==> src/rtl/bist_controller.sv <==
// Built-in self-test sequencer: drives LFSR vectors into a circuit under test, compacts its
// responses in a MISR and compares the final signature against a golden value.
module bist_controller #(
  parameter int unsigned         PAT_W     = 16,
  parameter int unsigned         RSP_W     = 16,
  parameter int unsigned         N_PAT     = 1000,
  parameter int unsigned         RSP_LAT   = 1,
  parameter logic [PAT_W-1:0]    LFSR_SEED = 16'h0001,
  parameter logic [PAT_W-1:0]    LFSR_TAPS = 16'hB400,
  parameter logic [RSP_W-1:0]    MISR_TAPS = 16'hB400,
  parameter logic [RSP_W-1:0]    GOLDEN    = 16'h0000
) (
  input  logic             clock,
  input  logic             reset,
  input  logic             start,
  output logic             test_mode,
  output logic [PAT_W-1:0] test_vector,
  input  logic [RSP_W-1:0] cut_response,
  output logic             busy,
  output logic             bist_end,
  output logic             pass_nfail,
  output logic [RSP_W-1:0] signature
);

  localparam int unsigned     CntW      = $clog2(N_PAT + 1);
  localparam logic [CntW-1:0] CntLast   = CntW'(N_PAT - 1);
  localparam logic [2:0]      FlushLast = (RSP_LAT > 0) ? 3'(RSP_LAT - 1) : 3'd0;

  typedef enum logic [1:0] {StIdle, StRun, StFlush, StCompare} state_e;

  state_e            state_q, state_d;
  logic [PAT_W-1:0]  lfsr_q, lfsr_d;
  logic [RSP_W-1:0]  misr_q, misr_d;
  logic [CntW-1:0]   cnt_q, cnt_d;
  logic [2:0]        flush_q, flush_d;
  logic              pass_q, pass_d;
  logic              end_q, end_d;
  logic              vec_valid;
  logic              cap_en;

  assign vec_valid = (state_q == StRun);

  // Capture enable follows the vector-valid flag through the same latency as the CUT.
  generate
    if (RSP_LAT == 0) begin : g_no_lat
      assign cap_en = vec_valid;
    end else begin : g_lat
      logic [RSP_LAT-1:0] valid_pipe_q;
      always_ff @(posedge clock or negedge reset) begin
        if (!reset) begin
          valid_pipe_q <= '0;
        end else begin
          valid_pipe_q <= RSP_LAT'({valid_pipe_q, vec_valid});
        end
      end
      assign cap_en = valid_pipe_q[RSP_LAT-1];
    end
  endgenerate

  always_ff @(posedge clock or negedge reset) begin
    if (!reset) begin
      state_q <= StIdle;
      lfsr_q  <= LFSR_SEED;
      misr_q  <= '0;
      cnt_q   <= '0;
      flush_q <= '0;
      pass_q  <= 1'b0;
      end_q   <= 1'b0;
    end else begin
      state_q <= state_d;
      lfsr_q  <= lfsr_d;
      misr_q  <= misr_d;
      cnt_q   <= cnt_d;
      flush_q <= flush_d;
      pass_q  <= pass_d;
      end_q   <= end_d;
    end
  end

  always_comb begin
    state_d = state_q;
    lfsr_d  = lfsr_q;
    misr_d  = misr_q;
    cnt_d   = cnt_q;
    flush_d = flush_q;
    pass_d  = pass_q;
    end_d   = 1'b0;

    if (cap_en) begin
      misr_d = {misr_q[RSP_W-2:0], ^(misr_q & MISR_TAPS)} ^ cut_response;
    end

    unique case (state_q)
      StIdle: begin
        if (start) begin
          lfsr_d  = LFSR_SEED;
          misr_d  = '0;
          cnt_d   = '0;
          flush_d = '0;
          pass_d  = 1'b0;
          state_d = StRun;
        end
      end
      StRun: begin
        lfsr_d = {lfsr_q[PAT_W-2:0], ^(lfsr_q & LFSR_TAPS)};
        cnt_d  = cnt_q + 1'b1;
        if (cnt_q == CntLast) begin
          state_d = (RSP_LAT > 0) ? StFlush : StCompare;
        end
      end
      StFlush: begin
        flush_d = flush_q + 3'd1;
        if (flush_q == FlushLast) begin
          state_d = StCompare;
        end
      end
      StCompare: begin
        pass_d  = (misr_q == GOLDEN);
        end_d   = 1'b1;
        state_d = StIdle;
      end
      default: state_d = StIdle;
    endcase
  end

  assign test_mode   = (state_q == StRun) || (state_q == StFlush);
  assign busy        = (state_q != StIdle);
  assign test_vector = vec_valid ? lfsr_q : '0;
  assign signature   = misr_q;
  assign pass_nfail  = pass_q;
  assign bist_end    = end_q;

endmodule

==> config.mk <==
export PLATFORM = sky130hd
export DESIGN_NAME = bist_controller
export DESIGN_NICKNAME = d
export VERILOG_FILES = /design/src/rtl/bist_controller.sv
export SDC_FILE = /design/constraint.sdc
export NUM_CORES = 1
export LEC_CHECK = 0
export ABC_AREA = 1
export CAP_MARGIN = 20
export CORE_MARGIN = 2
export CORE_UTILIZATION = 47
export CTS_CLUSTER_SIZE = 16
export DETAILED_ROUTE_END_ITERATION = 8
export GPL_TIMING_DRIVEN = 0
export PLACE_DENSITY = 0.88
export SLEW_MARGIN = 20
export SYNTH_ARGS = -nofsm -noshare
export SYNTH_HDL_FRONTEND = slang
export SYNTH_SLANG_ARGS = --single-unit
export TNS_END_PERCENT = 100
==> constraint.sdc <==
create_clock -name clock -period 1.4 [get_ports clock]
set_input_delay 0.28 -clock clock [delete_from_list [all_inputs] [get_ports clock]]
set_output_delay 0.28 -clock clock [all_outputs]
set_load 0.01 [all_outputs]
==> summary.txt <==
Layout
  – Commonest non-fill, non-tap cell in the layout: nand2_1
  – Commonest non-fill, non-tap cells in the layout: nand2_1, inv_1, dfrtp_1
  – Area grow syn2layout: 48.5%
  – Final Cell Area: 4180 sq um
  – Layout cells sized above 1: 31.8%
  – Ant. Diodes: 0
  – Fin nets: 469

Setup path
  – Worst Setup EP: cnt_q[3]
  – Buf/Inv on CP: 3
  – Worst setup startpoint: state_q[1]
  – Worst Setup Path Type: flop to flop
  – Cell family contributing the most delay on the critical path: simple AND/OR/NAND/NOR gates
  – Crit path max fanout: 7
  – Critical Path Max Stage Delay: 0.41 ns
  – CP endpoint kind: flop
  – Reg2reg end: cnt_q[3]
  – Critical-path cell list: inv_2 -> ha_4 -> buf_4 -> inv_2 -> nand2_4 -> nand2_8 -> nor3_1 -> nor3_1
  – Worst r2r src: state_q[1]
  – Worst endpoint required time: 1.58 ns
  – Crit path depth: 8
  – Startpoint types: flop
  – R2R Setup Slk: -0.32 ns
  – Slowest-stage cell, CP: dfrtp_1
  – Worst EP arrival: 1.90 ns
  – R2R depth: 8

Clocking
  – Clk root buf: clkbuf_8
  – Clock slew at reported path FFs: 0.10 ns
  – Clk buf depth: 2
  – Num CTS Buffers: 5
  – H-tree levels: 2
  – Latest clock arrival within the worst-skew pair: 0.31 ns
  – Clk sinks: 50
  – CTS tree: built

Detailed routing
  – DRC viols: 0
  – Max layer used: met4
  – Vias per cell: 5.11
  – TritonRoute pass-1 iters: 4
  – Antenna Nets Post-Route: 0
  – Met1 wire length: 2940 um
  – Iteration-0 DRC Markers: 208
  – Final wirelength: 7970 um
  – Met2 WL: 4180 um
  – DR WL met3: 504 um
  – WL per Instance: 15.4 um
  – Vias: 2,646

Timing
  – Clock skew: 0.0113 ns
  – Worst slew margin: 67.7%
  – Worst hold slack: 0.426 ns
  – Slew @ Worst Pin: 0.484 ns
  – Fin. Hold Viols: 0
  – Setup violations, final: 65
  – Max-slew violations: 0
  – Tcrit/Tclk final: 123%
  – Final setup margin: -0.323 ns
  – Post-Route Setup TNS: -11.43 ns
  – Maximum operating frequency: 0.580 GHz
  – RSZ-0062 raised after global routing: yes
  – Period minus WS final: 1.72 ns

Global route
  – Gr usage total: 24.3%
  – Vias in the first global route: 2,714
  – Initial antenna violation count: 0
  – Gr ovfl total: 0
  – First-pass GRT wire length: 12,300 um
  – Pin count of the biggest net entering global routing: 34

Power and ir drop
  – Seq pwr share: 25.6%
  – Power share of the combinational group: 62.4%
  – Clk pwr share: 12.0%
  – Peak VDD IR: 1.05 mV
  – NetSw: 3.72 mW
  – Internal power: 4.84 mW
  – Power Density: 2050 nW/um^2
  – Net Sw Frac: 43.4%
  – Leak Pwr: 2.30 nW

Placed design
  – Final Wtd Congestion: 0.845
  – Port Buffers: 54
  – DP HPWL: 4530 um
  – Placed Instance Area: 3460 sq um
  – Dpl ws: -0.645 ns

Logic synthesis
  – Mapped Area: 2810 sq um
  – FF+latch count, synth: 50
  – Register area share after synthesis: 44.5%
  – Post-Syn Nets: 386
  – Cell count after synthesis: 359
  – Distinct cells, synth: 25
  – YS warnings: 0
  – Syn Area/Cell: 7.83 sq um

Die
  – Die area: 6620 sq um
  – I/O pin count: 55
  – Std-Cell Core Area: 5850 sq um
  – Die Span Y: 81.4 um
  – Chip width: 81.4 um
  – Core Rows: 28
  – Initial core utilization: 48.1%

Flow run
  – Maximum capacitance violations: 0

Worst hold path
  – Min-delay worst type: input port to asynchronous set/reset pin

Status
  – Violated checks: setup timing
  – Status: finished with violations
## power by group through the flow
| stage | Clock (mW) | Sequential (mW) | Combinational (mW) |
|---|---|---|---|
| final | 1.03 | 2.19 | 5.34 |
| after detailed placement | 0 | 2.24 | 3.38 |
| after CTS | 1.03 | 2.18 | 4.58 |
| after global placement | 0 | 2.21 | 3.26 |
| after global routing | 1.11 | 2.23 | 5.79 |
| after floorplan | 0 | 2.29 | 2.05 |
## Yosys cell counts
master	number	area, sq um
nor2_2	1	6.26
clkbuf_1	4	15.0
o21ai_0	34	170
nor3_1	3	15.0
nand3_1	15	75.1
nand2_2	2	12.5
xor2_1	17	149
o21bai_1	1	7.51
dfrtp_1	49	1230
or2_1	1	6.26
buf_6	2	22.5
inv_1	71	267
nand2_1	76	285
buf_4	17	128
nor2_1	16	60.1
ha_1	8	100
a22o_1	1	8.76
a21oi_1	24	120
buf_2	1	5.00
nand2_4	2	22.5
dfstp_2	1	26.3
o21ai_1	1	5.00
inv_2	2	7.51
nand4_1	6	37.5
xnor2_1	4	35.0
## through the flow
stage	total power, mW	util [%]	cells
3_3_place_gp	5.47	58.9	488
5_1_grt	9.14	71.4	518
2_1_floorplan	4.34	-	359
6_report	8.57	71.4	518
3_5_place_dp	5.62	59.2	489
4_1_cts	7.78	68.0	510
## worst register-to-register path, stage by stage (launching register included)
cell and delay, ns:
dfrtp_1 0.41, inv_2 0.09, ha_4 0.20, buf_4 0.16, inv_2 0.08, nand2_4 0.14
nand2_8 0.10, nor3_1 0.30, nor3_1 0.12
## registers in the layout, indices dropped and copies added (netlist names)
name,cells
bist_end,1
cap_en,1
cnt_q,10
flush_q,3
lfsr_q,16
pass_nfail,1
signature,16
state_q,2
## per-layer routing
metal	vias up	track usage, %
met1	1224	26.5
met5	-	0
met4	0	11.5
li1	1262	-
met2	121	44.8
met3	39	4.56
## cells by family (layout without fill, tap and decap cells)
logic type,after synthesis,after routing,synth area share (%)
xor gates and xnor gates,21,21,6.54
buffers and inverters,97,180,15.8
AOI/OAI and AO/OA,61,61,11.1
adders and majority gates,8,8,3.56
DFF,50,50,44.5
and+or+nand+nor,122,123,18.5
## repair_timing
action | CTS | global route
resized for setup | 213 | 45
setup endpoints to repair | 81 | 65
buffers inserted | 25 | 8
hold endpoints to repair | 17 | 0
pin swaps | 13 | 8
gates cloned | 4 | 0
hold buffers | 1 | 0
## worst min-delay path by stage
stage                     cells past startpoint            end  slack, ns
after floorplan                               0       bist_end      -0.02
after global placement                        2      lfsr_q[3]       0.47
after detailed placement                      1   signature[3]       0.23
after CTS                                     2     flush_q[1]       0.44
after global routing                          2  signature[14]       0.46
final                                         2       bist_end       0.43
## layout make-up
| cell class | count | area [sq um] |
|---|---|---|
| clock inverters | 2 | 37.5 |
| multi-input cells | 213 | 1470 |
| flip-flops and latches | 50 | 1250 |
| fillers | 401 | 1670 |
| inverters | 73 | 289 |
| repair buffers | 90 | 862 |
| clock buffers | 6 | 72.6 |
| plain buffers | 9 | 104 |
| well taps | 75 | 93.8 |
Power figures use the tool's default switching activity.
